[config.mk]
export PLATFORM = sky130hd
export DESIGN_NAME = store_write_buffer
export DESIGN_NICKNAME = d
export VERILOG_FILES = /design/src/rtl/store_write_buffer.sv
export SDC_FILE = /design/constraint.sdc
export NUM_CORES = 1
export LEC_CHECK = 0
export ABC_AREA = 1
export BUFFER_PORTS_ARGS = -buffer_cell sky130_fd_sc_hd__buf_2
export CAP_MARGIN = 0
export CELL_PAD_IN_SITES_DETAIL_PLACEMENT = 1
export CELL_PAD_IN_SITES_GLOBAL_PLACEMENT = 1
export CORE_MARGIN = 1
export CORE_UTILIZATION = 47
export CTS_CLUSTER_SIZE = 12
export DETAILED_ROUTE_END_ITERATION = 16
export GPL_ROUTABILITY_DRIVEN = 0
export PLACE_DENSITY_LB_ADDON = 0.08
export SLEW_MARGIN = 20
export SYNTH_ARGS = -nofsm -noshare
export SYNTH_HDL_FRONTEND = slang
export SYNTH_SLANG_ARGS = --single-unit
[constraint.sdc]
create_clock -name clk -period 15.8 [get_ports clk]
set_input_delay 4.74 -clock clk [delete_from_list [all_inputs] [get_ports clk]]
set_output_delay 4.74 -clock clk [all_outputs]
set_load 0.01 [all_outputs]
[src/rtl/store_write_buffer.sv]
// store_write_buffer: FIFO write buffer between the store path and a slow data
// memory. Stores retire in one cycle, drain over a req/ack handshake, and loads
// are forwarded from the youngest matching buffered store.
// Optional feature macro: WB_COALESCE_EN (store to the youngest entry's address
// overwrites that entry in place, unless it is the head being presented).
module store_write_buffer #(
  parameter int DEPTH  = 4,
  parameter int ADDR_W = 32,
  parameter int DATA_W = 32
) (
  input  logic                         clk,
  input  logic                         reset,
  input  logic                         st_valid,
  input  logic [ADDR_W-1:0]            st_addr,
  input  logic [DATA_W-1:0]            st_data,
  output logic                         st_ready,
  input  logic [ADDR_W-1:0]            ld_addr,
  output logic                         ld_hit,
  output logic [DATA_W-1:0]            ld_data,
  output logic                         mem_req,
  output logic [ADDR_W-1:0]            mem_addr,
  output logic [DATA_W-1:0]            mem_wdata,
  input  logic                         mem_ack,
  output logic                         empty,
  output logic [$clog2(DEPTH+1)-1:0]   count
);

  localparam int PTR_W = $clog2(DEPTH);
  localparam int CNT_W = $clog2(DEPTH+1);

  typedef enum logic [0:0] {IDLE = 1'b0, REQ = 1'b1} state_t;

  state_t              state_r, state_next_s;
  logic [ADDR_W-1:0]   addr_r [DEPTH];
  logic [DATA_W-1:0]   data_r [DEPTH];
  logic [DEPTH-1:0]    valid_r;
  logic [PTR_W-1:0]    wr_ptr_r, rd_ptr_r;
  logic [CNT_W-1:0]    count_r, count_next_s;
  logic                full_s, coalesce_hit_s, alloc_s, pop_s;

  assign full_s   = (count_r == CNT_W'(DEPTH));
  assign pop_s    = (state_r == REQ) & mem_ack;
  assign alloc_s  = st_valid & ~full_s & ~coalesce_hit_s;
  assign st_ready = ~full_s | coalesce_hit_s;

`ifdef WB_COALESCE_EN
  logic [PTR_W-1:0] youngest_s;
  assign youngest_s = wr_ptr_r - PTR_W'(1);

  // Coalesce into the youngest entry unless it is the head currently presented to memory
  always_comb begin
    coalesce_hit_s = 1'b0;
    if ((count_r != CNT_W'(0)) && valid_r[youngest_s] && (addr_r[youngest_s] == st_addr) &&
        !((state_r == REQ) && (youngest_s == rd_ptr_r))) begin
      coalesce_hit_s = 1'b1;
    end else begin
      coalesce_hit_s = 1'b0;
    end
  end
`else
  assign coalesce_hit_s = 1'b0;
`endif

  // Occupancy update: push and pop in the same cycle cancel out
  always_comb begin
    count_next_s = count_r;
    case ({alloc_s, pop_s})
      2'b10:   count_next_s = count_r + CNT_W'(1);
      2'b01:   count_next_s = count_r - CNT_W'(1);
      default: count_next_s = count_r;
    endcase
  end

  // Drain FSM next state: present the head while entries remain
  always_comb begin
    state_next_s = state_r;
    case (state_r)
      IDLE: begin
        if (count_r != CNT_W'(0)) begin
          state_next_s = REQ;
        end else begin
          state_next_s = IDLE;
        end
      end
      REQ: begin
        if (pop_s) begin
          state_next_s = (count_next_s != CNT_W'(0)) ? REQ : IDLE;
        end else begin
          state_next_s = REQ;
        end
      end
      default: state_next_s = IDLE;
    endcase
  end

  // Control registers: FSM state, pointers and occupancy
  always_ff @(posedge clk) begin
    if (reset) begin
      state_r  <= IDLE;
      wr_ptr_r <= PTR_W'(0);
      rd_ptr_r <= PTR_W'(0);
      count_r  <= CNT_W'(0);
    end else begin
      state_r  <= state_next_s;
      count_r  <= count_next_s;
      if (pop_s)   rd_ptr_r <= rd_ptr_r + PTR_W'(1);
      if (alloc_s) wr_ptr_r <= wr_ptr_r + PTR_W'(1);
    end
  end

  // Entry storage: allocate at wr_ptr, invalidate the head on ack, coalesce in place
  always_ff @(posedge clk) begin
    if (reset) begin
      valid_r <= {DEPTH{1'b0}};
      for (int i = 0; i < DEPTH; i++) begin
        addr_r[i] <= {ADDR_W{1'b0}};
        data_r[i] <= {DATA_W{1'b0}};
      end
    end else begin
      if (pop_s) valid_r[rd_ptr_r] <= 1'b0;
      if (alloc_s) begin
        valid_r[wr_ptr_r] <= 1'b1;
        addr_r[wr_ptr_r]  <= st_addr;
        data_r[wr_ptr_r]  <= st_data;
      end
`ifdef WB_COALESCE_EN
      if (st_valid && coalesce_hit_s) data_r[youngest_s] <= st_data;
`endif
    end
  end

  // Load forwarding: walk oldest to youngest so the youngest match wins
  always_comb begin
    ld_hit  = 1'b0;
    ld_data = {DATA_W{1'b0}};
    for (int i = 0; i < DEPTH; i++) begin
      ld_hit  = ld_hit | (valid_r[rd_ptr_r + PTR_W'(i)] &&
                          (addr_r[rd_ptr_r + PTR_W'(i)] == ld_addr));
      ld_data = (valid_r[rd_ptr_r + PTR_W'(i)] && (addr_r[rd_ptr_r + PTR_W'(i)] == ld_addr)) ?
                data_r[rd_ptr_r + PTR_W'(i)] : ld_data;
    end
  end

  // Memory side is driven only from registered state, so it holds steady until ack
  assign mem_req   = (state_r == REQ);
  assign mem_addr  = mem_req ? addr_r[rd_ptr_r] : {ADDR_W{1'b0}};
  assign mem_wdata = mem_req ? data_r[rd_ptr_r] : {DATA_W{1'b0}};
  assign empty     = (count_r == CNT_W'(0));
  assign count     = count_r;

endmodule

; Word-level counts from Yosys, hierarchy flattened
; Memory sizes are Yosys's and may differ from the RTL's. A register that Yosys moved wholly into a read port is not among the register bits.
; Index checks and enable logic that the tools add are counted.
[word_totals]
ff_bits = 12
mem_bits_rw = 256
input_bits = 100
output_inout_bits = 103
word_cells = 89
mem_count = 2
[mem_list]
columns = memory, depth, width, read_ports, rd_ports_with_merged_regs, wr, line_no
row1 = addr_r, 4, 32, 4, 1, 4, 34  ; logic [ADDR_W-1:0] addr_r [DEPTH];
row2 = data_r, 4, 32, 4, 1, 4, 35  ; logic [DATA_W-1:0] data_r [DEPTH];
[op_classes]
addsub = 6
order_cmp = 7
n_eq_ne = 7
n_mux = 41
bitwise_logic = 10
reduce_logical = 11
[op_table]
columns = cell, n
row1 = $mux 32, 8
row2 = $eq 32x32->1, 4
row3 = $reduce_or 32->1, 2
row4 = $mux 1, 16
row5 = $lt 2x3->1 const B, 5
row6 = $mux 2, 6
row7 = $mux 4, 3
row8 = $bmux 1 s2, 4
row9 = $logic_and 1x1->1, 6
row10 = $pmux 3 s2, 1
row11 = $reduce_bool 3->1, 2
row12 = $add 2x1->2 const B, 2
row13 = $add 2x2->2 const B, 2
row14 = $and 4x4->4, 1
row15 = $demux 1 s2, 2
row16 = $ge 2x1->1 const B, 2
row17 = $not 4->4, 1
row18 = $or 4x4->4, 1
row19 = $add 3x1->3 const B, 1
row20 = $eq 3x3->1 const B, 1
row21 = $logic_not 3->1, 1
row22 = $or 1x1->1, 3
row23 = $sub 3x1->3 const B, 1
row24 = $and 1x1->1, 2
row25 = other kinds (4), 5

; Logic depth before layout (Yosys ltp)
; Gate-level depths: netlist of run 1.
[logic_depth]
depth_word = 10
ltp_mapped = 24

; Worst setup path after synthesis of run 1
; Ideal clock, no wire load.
[synth_path]
path_kind = input to output
startpoint = input ld_addr[22]
endpoint = output ld_data[0]
arrival_time_ps = 5956
slack_ps = 5104
cell_stages = 11
n_path_buf = 1
cell_sequence = inv_1 nand3_1 o21ai_0 nor2_1 nand2_1 nor2_1 nand3_1 nor2_4 buf_4 a21oi_1 a21oi_1
[synth_between]
elab_chain_cells = 6
elab_cells_between_ends = 12
[synth_lines]
columns = element, line_no
row1 = "start, declared", 17  ; input logic [ADDR_W-1:0] ld_addr,
row2 = $eq 32x32->1, 139  ; ld_data = (valid_r[rd_ptr_r + PTR_W'(i)] && (addr_r[rd_ptr_r + PTR_W'(i)] == ld_addr)) ?
row3 = $logic_and 1x1->1, 139
row4 = $mux 32 (3 in a row), 139
row5 = $mux 32 (*), 139
row6 = "end, declared", 19  ; output logic [DATA_W-1:0] ld_data,
; Every way passes the cells marked *; elsewhere a longest branch is shown, timed or not.

; Worst setup path after layout of run 1
[layout_path]
startpoint = input ld_addr[15]
endpoint = output ld_data[18]
; Same word-level chain as after synthesis.

==> impl_results.md, run 1 <==
- Result of the run: completed
- Required time worst endpoint: 11.06 ns
- Vias in the first global route: 22791
- IO Count: 203
- Post-Syn Area: 20210 µm²
- Total grt overflow: 0
- Die Area: 43840 µm²
- Buf+Inv Stages, Crit Path: 3
- Endpoints failing hold: 0
- R2r worst-path depth: 10
- Vias: 22421
- Fin Setup TNS: 0 ns
- Top delay family on crit path: simple AND/OR/NAND/NOR gates
- Register bit total from synthesis: 270
- Register area share after synthesis: 39.42%
- Core box area: 42130 µm²
- Clock power share: 24.1%
- R2R setup slack: 11.81 ns
- Max Slew Vio Count: 0
- Net Sw Frac: 46.58%
- Period utilization: 80.39%
- Dominant synthesized flop cell: edfxtp_1
- Hpwl dp: 53.33 mm
- Largest area contributor in the netlist: edfxtp_1
- Non-Filler Instances: 3690
- Slew HR: 20.06%
- Gate power share: 46.3%
- RR Startpoint: count[1]$_SDFF_PP0_
- Hold worst-path end: valid_r[0]$_SDFF_PP0_
- CP endpoint kind: output pin
- Remaining antenna violation count: 0
- Hold crit path type: register to register
- Max incr delay on CP: 1.14 ns
- Mapped Cells: 3063
- Crit Path Category: primary input to output pin
- Synth async-reset ratio: 0%
- Distinct cells, synth: 33
- DR WL/cell: 22.79 µm
- Crit-path slowest cell: nor2_4
- YS warnings: 0
- Starting Density: 47.97%
- WHS Path Cells: 1
- DR vias/cell: 6.076
- Total iterations of the first detailed-routing run: 5
- H-tree lvl count: 2
- Post-route DRC: 0
- Syn-to-layout area delta: 10.05%
- Hold Path Origin: valid_r[0]$_SDFF_PP0_
- Crit path cell chain: buf_2 -> inv_1 -> xor2_1 -> nor3_1 -> nand3_2 -> nor2_4 -> a21oi_1 -> a21oi_1 -> buf_2
- Post-synth net total: 3173
- Tot GR Track Use: 38.20%
- Fillers: 5731
- Die H: 209.4 µm
- Highest clock rate: 78.73 MHz
- Hold_ws: 0.5072 ns
- Inst Count DP: 3625
- Fin crit period: 12.70 ns
- Root Buffer: clkbuf_16
- Worst clock skew: 0.01718 ns
- Most numerous cell in the Yosys netlist: nand2_1
- Chip width: 209.4 µm
- First-pass GRT wire length: 128.6 mm
- Net switching power: 1.494 mW
- Post-CTS Setup Bufs: 0
- Final nets: 3232
- Max Fanout on Critical Path: 33
- Post-CTS Hold Buffers: 0
- Startpoint Class: primary input
- Sequential cell fraction of total power: 29.6%
- RSZ-0062 raised after global routing: no
- Final-report setup violation count: 0
- Antenna violations before repair: 5
- Worst slew pin tran: 1.199 ns
- Largest net degree at the start of global routing: 103
- # port buffers: 202
- VDD IR max: 0.00009527 V
- CTS Sinks: 270
- Syn_area_per_cell: 6.599 µm²
- Worst Path Arrival: 7.96 ns
- Int Power: 1.714 mW
- Final Routed Wirelength: 84.08 mm
- Worst R2R End: data_r[2][21]$_SDFFCE_PN0P_
- Worst skew pair latency: 0.56 ns
- Row cnt: 75
- Post-cts resize count: 0
- Share of layout cells above drive strength 1: 9.536%
- Worst-path clk slew: 0.06 ns
- TritonCTS Buffers: 34
- Max clock buf depth: 3
- CTS tree: yes
- Synth top cells by count: nand2_1 (1022), nor2_1 (455), nand3_1 (334), edfxtp_1 (256), o21ai_0 (230)
- Fraction of post-synthesis cell area in the top cell type by area: 38.03%
- # Max-Cap Violations: 0
- Pleak: 10.16 nW
- Power Density: 144.2 nW/µm²
- Starting DRC count in detailed routing: 2059
- Synth area leaders: edfxtp_1 (38%), nand2_1 (19%), nor2_1 (8.4%)
- EDFF count, synth: 256
[worst max path at each step]
stage           startpoint           to  slack, ns  depth (start not counted)
2_1_floorplan  ld_addr[22]   ld_data[0]       5.10                         11
3_3_place_gp   ld_addr[15]  ld_data[15]       3.36                          9
3_5_place_dp   ld_addr[15]  ld_data[18]       3.20                          9
4_1_cts        ld_addr[15]  ld_data[18]       3.19                          9
5_1_grt        ld_addr[15]  ld_data[18]       2.96                          9
6_report       ld_addr[15]  ld_data[18]       3.10                          9
[layout by cell type, fill, tap and decap left out, types with 2 or more instances in the layout]
cell | synthesis | layout
a21oi_1 | 174 | 174
nand2_4 | 0 | 3
dfxtp_4 | 0 | 2
clkinv_1 | 0 | 6
a32o_1 | 4 | 4
xor2_1 | 32 | 32
o21ai_1 | 13 | 13
nor2_4 | 2 | 4
nand3_1 | 334 | 334
inv_1 | 210 | 207
clkbuf_1 | 95 | 9
clkbuf_16 | 0 | 34
nand2_2 | 0 | 3
nand3b_1 | 4 | 4
buf_2 | 66 | 202
o21ai_0 | 230 | 230
nor3_1 | 36 | 36
o211ai_1 | 10 | 10
inv_6 | 0 | 3
nand2_1 | 1022 | 1016
nor2_1 | 455 | 453
inv_2 | 4 | 3
nor2_2 | 2 | 2
buf_4 | 21 | 28
bufinv_16 | 0 | 3
nand4_1 | 5 | 5
a32oi_1 | 32 | 32
diode_2 | 0 | 5
edfxtp_1 | 256 | 256
dfxtp_1 | 14 | 12
clkinv_2 | 0 | 7
ha_1 | 9 | 8
[logic make-up (layout without fill, tap and decap cells)]
kind of cell / after synthesis / count (layout) / synth area share (%)
xor gates and xnor gates: 33 / 33 / 1.430
other: 0 / 5 / 0
and+or+nand+nor: 1863 / 1863 / 37.20
buffers and inverters: 422 / 505 / 8.945
adders and majority gates: 10 / 10 / 0.6562
AOI/OAI and AO/OA: 465 / 465 / 12.35
DFF: 270 / 270 / 39.42
[power by group through the flow]
stage	clock network (mW)	logic, mW	registers (mW)
3_3_place_gp	0	1.38	0.954
3_5_place_dp	0	1.44	0.960
6_report	0.774	1.49	0.948
5_1_grt	0.798	1.62	0.958
2_1_floorplan	0	0.991	0.930
4_1_cts	0.774	1.45	0.946
[registers in the layout, indices dropped and copies added (netlist names), named ones only]
register  count
addr_r      128
count         3
data_r      128
mem_req       1
rd_ptr_r      2
valid_r       4
wr_ptr_r      2
[routing by layer]
metal / up-vias / GRT usage [%] / wire (µm)
met5: - / 0 / 13
met4: 2 / 17.11 / 3064
met3: 212 / 7.197 / 7644
met2: 1091 / 61.87 / 39580
met1: 10964 / 49.66 / 33780
li1: 10152 / - / -
[stage by stage]
stage               power, mW  instance area (µm²)  setup slack (ns)  utilization (%)
detailed placement      2.395                21170             3.196            50.25
floorplan               1.922                20210             5.104                -
finish                  3.208                22240             3.098            52.79
global placement        2.336                21170             3.360            50.25
global route            3.376                22240             2.957            52.79
CTS                     3.169                22230             3.193            52.76
[final cells by class]
cell class	instances	area [µm²]	area share, %
multi-input combinational	2371	10480	47.13
sequential	270	7975	35.85
timing repair buffer	230	1221	5.490
clock buffer	43	884.6	3.977
inverter	215	818.3	3.679
tap	539	674.4	3.032
clock inverter	17	173.9	0.7819
antenna	5	12.51	0.05625
(Power assumes the default switching activity.)
==> run 2: changes to the inputs <==
ABC_AREA = 0   (was 1)
CORE_UTILIZATION = 44   (was 47)
clock period = 11.32 ns   (was 15.8 ns; I/O delays follow)
==> run 2 against run 1 <==
  * Clock power is 45% higher
  * Design area is 0.28% lower
  * Critical path depth is 1 higher
  * Sequential power is 40% higher
  * First-iteration DRC count is 49% lower
  * Critical path type unchanged
  * Die area is 4.0% higher
  * Core utilization is 2.6 points lower
==> impl_results.md, run 2 <==
- Result of the run: completed
- Fin crit period: 9.812 ns
- Worst clock skew: 0.01537 ns (-0.001803 ns)
- Period utilization: 86.68%
- RR Startpoint: count[0]$_SDFF_PP0_
- First-pass GRT wire length: 96.19 mm (-25%)
- Starting Density: 44.52% (-3.4 points)
- CTS tree: yes
- Mapped Cells: 1628 (-47%)
- EDFF count, synth: 256 (unchanged)
- Crit Path Category: primary input to output pin
- Hold Path Origin: valid_r[2]$_SDFF_PP0_
- Post-route DRC: 0 (unchanged)
- Total grt overflow: 0 (unchanged)
- Hold worst-path end: valid_r[2]$_SDFF_PP0_
- Worst slew pin tran: 1.020 ns (-0.1789 ns)
- Row cnt: 77 (+2.7%)
- Max Fanout on Critical Path: 33 (unchanged)
- H-tree lvl count: 2 (unchanged)
- Fin Setup TNS: 0 ns (unchanged)
- Remaining antenna violation count: 0 (unchanged)
- Worst skew pair latency: 0.54 ns (-0.02 ns)
- Antenna violations before repair: 11 (+6)
- Total iterations of the first detailed-routing run: 5 (unchanged)
- Vias: 14575 (-35%)
- Dominant synthesized flop cell: edfxtp_1
- Post-CTS Setup Bufs: 0 (unchanged)
- Required time worst endpoint: 7.92 ns (-3.14 ns)
- Post-cts resize count: 0 (unchanged)
- Root Buffer: clkbuf_16
- Die H: 213.5 µm (+2.0%)
- CP endpoint kind: output pin
- Starting DRC count in detailed routing: 1058 (-49%)
- Hold_ws: 0.5905 ns (+0.08326 ns)
- Die Area: 45600 µm² (+4.0%)
- Tot GR Track Use: 28.99% (-9.2 points)
- Startpoint Class: primary input
- Worst-path clk slew: 0.05 ns (about the same)
- Most frequent cells in the layout: and2_1 (312), edfxtp_1 (256), buf_2 (202)
- Slew HR: 31.77% (+12 points)
- Worst R2R End: data_r[1][7]$_SDFFCE_PN0P_
- TritonCTS Buffers: 34 (unchanged)
- YS warnings: 0 (unchanged)
- # port buffers: 202 (unchanged)
- Hpwl dp: 42.87 mm (-20%)
- Synth area leaders: edfxtp_1 (39%), mux4_2 (18%), and2_1 (9.9%)
- Syn_area_per_cell: 12.09 µm² (+83%)
- Share of layout cells above drive strength 1: 29.51% (+20 points)
- VDD IR max: 0.0001358 V (+42%)
- CTS Sinks: 270 (unchanged)
- Final Routed Wirelength: 65.53 mm (-22%)
- Distinct cells, synth: 51 (+55%)
- R2R setup slack: 8.30 ns (-3.51 ns)
- Fraction of post-synthesis cell area in the top cell type by area: 39.05% (+1.0 points)
- Synth async-reset ratio: 0% (unchanged)
- Endpoints failing hold: 0 (unchanged)
- Most common cell after layout, fill and taps aside: and2_1
- Final nets: 1854 (-43%)
- Vias in the first global route: 14926 (-35%)
- Pleak: 7.693 nW (-24%)
- WHS Path Cells: 2 (+1)
- Highest clock rate: 101.9 MHz
- Post-Syn Area: 19690 µm² (-2.6%)
- Post-CTS Hold Buffers: 0 (unchanged)
- Largest area contributor in the netlist: edfxtp_1
- IO Count: 203 (unchanged)
- # Max-Cap Violations: 0 (unchanged)
- Chip width: 213.5 µm (+2.0%)
- Final-report setup violation count: 0 (unchanged)
- Worst Path Arrival: 6.42 ns (-1.54 ns)
- Fillers: 4648 (-19%)
- Register bit total from synthesis: 270 (unchanged)
- Largest net degree at the start of global routing: 133 (+29%)
- Synth top cells by count: and2_1 (312), edfxtp_1 (256), mux4_2 (157), mux2i_1 (132), clkbuf_1 (90)
- Biggest regs: addr_r: 128 flops, data_r: 128 flops, valid_r: 4 flops
- RSZ-0062 raised after global routing: no
- Syn-to-layout area delta: 12.67%
- Power Density: 178.2 nW/µm² (+24%)
- Max clock buf depth: 3 (unchanged)
- Register area share after synthesis: 40.47% (+1.0 points)
- Most numerous cell in the Yosys netlist: and2_1
- Max Slew Vio Count: 0 (unchanged)
- Core box area: 44220 µm² (+5.0%)
- Post-synth net total: 1738 (-45%)
- Hold crit path type: register to register
- DR vias/cell: 6.155 (+1.3%)
- DR WL/cell: 27.67 µm (+21%)
- R2r worst-path depth: 7 (-3)
==> run 2: cell types whose count changed in the layout (fill, tap and decap cells not counted), sizes merged, moves of 157 or more <==
cell   previous run  this run
nand3           335        70
a21oi           174        10
nand2          1022        79
nor2            459        53
and2              1       312
o21ai           243        67
inv             214        15
mux4              0       157
==> run 2: per-layer routing <==
metal	wire length (µm)	up-vias	share of wire, %	global-route usage, %
met3	4100	88	6.3	4.833
met5	40	-	0.061	0
met4	1802	8	2.8	10.27
li1	-	6370	-	-
met2	31540	464	48	47.76
met1	28040	7645	43	38.68
==> run 2: worst max-delay path by stage <==
stage                startpoint          end  slack (ns)  cells past startpoint
floorplan           ld_addr[29]  ld_data[10]        2.34                     10
global placement    ld_addr[30]  ld_data[18]        1.56                     10
detailed placement  ld_addr[30]  ld_data[26]        1.61                     10
CTS                 ld_addr[30]  ld_data[26]        1.63                     10
global route        ld_addr[30]  ld_data[18]        1.37                     10
finish              ld_addr[30]  ld_data[18]        1.51                     10
==> run 2: cell type report <==
cell class	instances	area (µm²)	share of cell area, %
Sequential cell	270	7984	35.99
Multi-Input combinational cell	1196	11030	49.74
Antenna cell	7	17.52	0.07897
Tap cell	592	740.7	3.339
Clock buffer	46	957.2	4.315
Inverter	15	56.30	0.2538
Clock inverter	15	182.7	0.8235
Timing Repair Buffer	227	1211	5.460
==> run 2: power breakdown <==
part | switching (mW) | internal (mW)
clock | 0.436 | 0.685
combinational | 0.859 | 0.643
sequential | 0.124 | 1.20
total | 1.42 | 2.53
==> run 2: critical path: stages <==
cell and delay [ns]:
buf_2 0.15, xnor2_1 0.52, nand4_1 0.29, a2111oi_2 0.34, nand4_1 0.18, a2111oi_4 0.22
buf_4 0.59, mux2i_1 0.31, o221ai_2 0.14, buf_2 0.19
==> run 2: logic make-up (layout without fill, tap and decap cells) <==
logic type                 count (synthesis)  after routing  share of synthesized area (%)
adders and majority gates                 10             10                         0.6737
muxes                                    327            327                          26.84
other                                      0              7                              0
buffers and inverters                    162            303                          3.908
and+or+nand+nor                          577            577                          16.17
DFF                                      270            270                          40.47
AOI/OAI and AO/OA                        161            161                          6.552
xor gates and xnor gates                 121            121                          5.383
==> run 2: through the flow <==
stage / worst slack (ns) / instance area [µm²] / instances / power, mW / util (%)
final: 1.508 / 22180 / 2368 / 3.952 / 50.16
after global routing: 1.371 / 22180 / 2366 / 4.118 / 50.15
after CTS: 1.634 / 22170 / 2361 / 3.974 / 50.12
after detailed placement: 1.610 / 21030 / 2300 / 2.847 / 47.55
after global placement: 1.557 / 21030 / 2300 / 2.816 / 47.55
after floorplan: 2.335 / 19690 / 1628 / 2.379 / -
==> run 3: changes to the inputs <==
CORE_UTILIZATION = 49   (was 44)
clock period = 9.4 ns   (was 11.32 ns; I/O delays follow)
==> run 3 against run 2 <==
  * First-iteration DRC count rose by 28%
  * Combinational power rose by 21%
  * Global-route usage rose by 2.1 points
  * Clock-buffer cell count fell by 2
  * Die area fell by 10%
  * Worst hold slack got worse by 0.030 ns
  * Worst setup slack got worse by 0.68 ns
  * Final cell count fell by 3.0%
  * Via count fell by 0.42%
  * Register-to-register slack got worse by 2.0 ns
  * Non-clock buffer count rose by 1
  * Core utilization rose by 5.1 points
  * Critical endpoint unchanged
==> impl_results.md, run 3 (synthesis gave the netlist of run 2 again) <==
- Required time worst endpoint: 6.58 ns (-1.34 ns)
- Worst-path clk slew: 0.06 ns (about the same)
- Startpoint Class: register
- Total grt overflow: 0 (unchanged)
- Multi-input gate area: 11030 µm² (unchanged)
- Wire length on met1: 26.61 mm (-5.1%)
- Hold worst-path end: valid_r[3]$_SDFF_PP0_
- Syn-to-layout area delta: 11.27%
- Highest clock rate: 116.6 MHz
- IO Count: 203 (unchanged)
- CTS Sinks: 270 (unchanged)
- First-pass GRT wire length: 95.63 mm (-0.58%)
- Crit Path Category: register to output pin
- Register area: 7984 µm² (unchanged)
- Worst R2R End: addr_r[1][0]$_SDFFCE_PN0P_
- Die Area: 40980 µm² (-10%)
- Worst slew pin tran: 0.9545 ns (-0.06574 ns)
- # port buffers: 202 (unchanged)
- H-tree lvl count: 1 (-1)
- Top delay family on crit path: buffers and inverters
- Remaining antenna violation count: 0 (unchanged)
- Vias in the first global route: 15039 (+0.76%)
- Largest net degree at the start of global routing: 126 (-5.3%)
- Post-cts resize count: 0 (unchanged)
- Sequential cell fraction of total power: 35.1% (+1.5 points)
- Crit path cell chain: inv_1 -> ha_4 -> mux4_2 -> xnor2_1 -> nand4_1 -> nor2_1 -> nand4_1 -> a2111oi_4 -> buf_4 -> mux2i_1 -> o221ai_2 -> buf_2
- Post-route DRC: 0 (unchanged)
- CP endpoint kind: output pin
- Max incr delay on CP: 0.92 ns (+0.33 ns)
- Final Routed Wirelength: 62.88 mm (-4.0%)
- Met2 WL: 30.45 mm (-3.5%)
- VDD IR max: 0.0001812 V (+33%)
- Total iterations of the first detailed-routing run: 5 (unchanged)
- Root Buffer: clkbuf_16
- Buf+Inv Stages, Crit Path: 3 (unchanged)
- Crit-path slowest cell: ha_4
- Metal3 WL: 4.311 mm (+5.1%)
- Most frequent cells in the layout: and2_1 (312), edfxtp_1 (256), buf_2 (202)
- Int Power: 2.860 mW (+13%)
- Result of the run: completed
- Highest routed layer: met5
- Fillers: 4144 (-11%)
- Net Sw Frac: 36.96% (+1.0 points)
- RR Startpoint: count[0]$_SDFF_PP0_
- Post-CTS Hold Buffers: 0 (unchanged)
- Tot GR Track Use: 31.10% (+2.1 points)
- Most common cell after layout, fill and taps aside: and2_1
- Clock power share: 24.8% (-3.6 points)
- Fin util: 55.26% (+5.1 points)
- Endpoints failing hold: 0 (unchanged)
- Max Fanout on Critical Path: 56 (+70%)
- Share of layout cells above drive strength 1: 29.42% (-0.086 points)
- Fin Setup TNS: 0 ns (unchanged)
- WHS Path Cells: 2 (unchanged)
- Worst Path Arrival: 5.75 ns (-0.67 ns)
- Net switching power: 1.677 mW (+18%)
- Fin crit period: 8.574 ns
- Period utilization: 91.21%
- Max Slew Vio Count: 0 (unchanged)
- DR vias/cell: 6.321 (+2.7%)
- RSZ-0062 raised after global routing: no
- Worst clock skew: 0.008395 ns (-0.006977 ns)
- CTS tree: yes
- Gate power share: 40.1% (+2.1 points)
- Vias: 14514 (-0.42%)
- TritonCTS Buffers: 30 (-12%)
- Post-CTS Setup Bufs: 0 (unchanged)
- Total power: 4.538 mW (+15%)
- Hpwl dp: 41.79 mm (-2.5%)
- Final instance area: 21910 µm² (-1.2%)
- Inst Count DP: 2234 (-2.9%)
- Chip width: 202.4 µm (-5.2%)
- Final-report setup violation count: 0 (unchanged)
- Pleak: 7.603 nW (-1.2%)
- Slew HR: 36.37% (+4.6 points)
- Placed cell area: 20950 µm² (-0.36%)
- Core box area: 39640 µm² (-10%)
- Worst skew pair latency: 0.57 ns (+0.03 ns)
- Hold crit path type: register to register
- DR WL/cell: 27.38 µm (-1.0%)
- Non-Filler Instances: 2296 (-3.0%)
- Antenna violations before repair: 9 (-2)
- Max clock buf depth: 3 (unchanged)
- Starting DRC count in detailed routing: 1358 (+28%)
- # Max-Cap Violations: 0 (unchanged)
- Hold Path Origin: valid_r[3]$_SDFF_PP0_
- Most frequent CP cell: nand4_1
- Die H: 202.4 µm (-5.2%)
- Power Density: 207.1 nW/µm² (+16%)
- Final nets: 1851 (-0.16%)
- R2R setup slack: 6.35 ns (-1.95 ns)
- Starting Density: 49.67% (+5.1 points)
- Row cnt: 73 (-5.2%)
- Biggest regs: addr_r: 128 flops, data_r: 128 flops, valid_r: 4 flops
- R2r worst-path depth: 7 (unchanged)
run 3: cell count changes in the layout (fill, tap and decap cells not counted):
cell | previous run | this run
clkinvlp_4 | 1 | 2
clkbuf_8 | 4 | 6
clkinv_8 | 0 | 1
clkinv_4 | 2 | 0
clkinv_2 | 2 | 5
buf_6 | 0 | 1
clkinv_1 | 6 | 3
clkbuf_16 | 35 | 30
clkbuf_1 | 7 | 8
bufinv_16 | 4 | 0
run 3: layout make-up:
type                    instances  share of cell area [%]
clock inverters                11                  0.3313
well taps                     525                   2.999
diodes                          7                 0.07996
repair buffers                228                   5.580
flip-flops and latches        270                   36.45
multi-input cells            1196                   50.37
clock buffers                  44                   3.941
inverters                      15                  0.2570
run 3: tightest hold or removal path: cells and delay by family, from the launching register on:
| kind | cells | cell delay, ns |
|---|---|---|
| flops | 1 | 0.37 |
| compound gates | 1 | 0.08 |
| simple gates | 1 | 0.07 |
run 3: how the worst max path moves through the flow:
stage                                        start           to  slack, ns  depth (start not counted)
after CTS                 rd_ptr_r[0]$_SDFFE_PP0N_  ld_data[14]       0.83                         12
after detailed placement               ld_addr[20]  ld_data[18]       1.02                         11
after global routing      rd_ptr_r[0]$_SDFFE_PP0N_  ld_data[18]       0.44                         12
final                     rd_ptr_r[0]$_SDFFE_PP0N_  ld_data[18]       0.83                         12
after global placement                 ld_addr[19]  ld_data[16]       1.10                         11
after floorplan                        ld_addr[29]  ld_data[10]       1.57                         10
run 3: power groups by stage:
| stage | registers, mW | clock network (mW) | logic, mW |
|---|---|---|---|
| CTS | 1.59 | 1.14 | 1.82 |
| floorplan | 1.53 | 0 | 1.33 |
| global placement | 1.61 | 0 | 1.78 |
| global route | 1.61 | 1.18 | 1.94 |
| detailed placement | 1.62 | 0 | 1.81 |
| finish | 1.59 | 1.13 | 1.82 |
run 3: metrics by stage:
stage / worst slack, ns / hold slack (ns)
2_1_floorplan: 1.567 / 0.4927
3_3_place_gp: 1.098 / 0.5230
3_5_place_dp: 1.018 / 0.5402
4_1_cts: 0.8290 / 0.5588
5_1_grt: 0.4436 / 0.5815
6_report: 0.8263 / 0.5603
run 3: routing by layer:
metal | up-vias | global-route usage (%)
li1 | 6357 | -
met1 | 7515 | 42.38
met2 | 532 | 51.32
met3 | 102 | 5.240
met4 | 8 | 8.647
met5 | - | 0
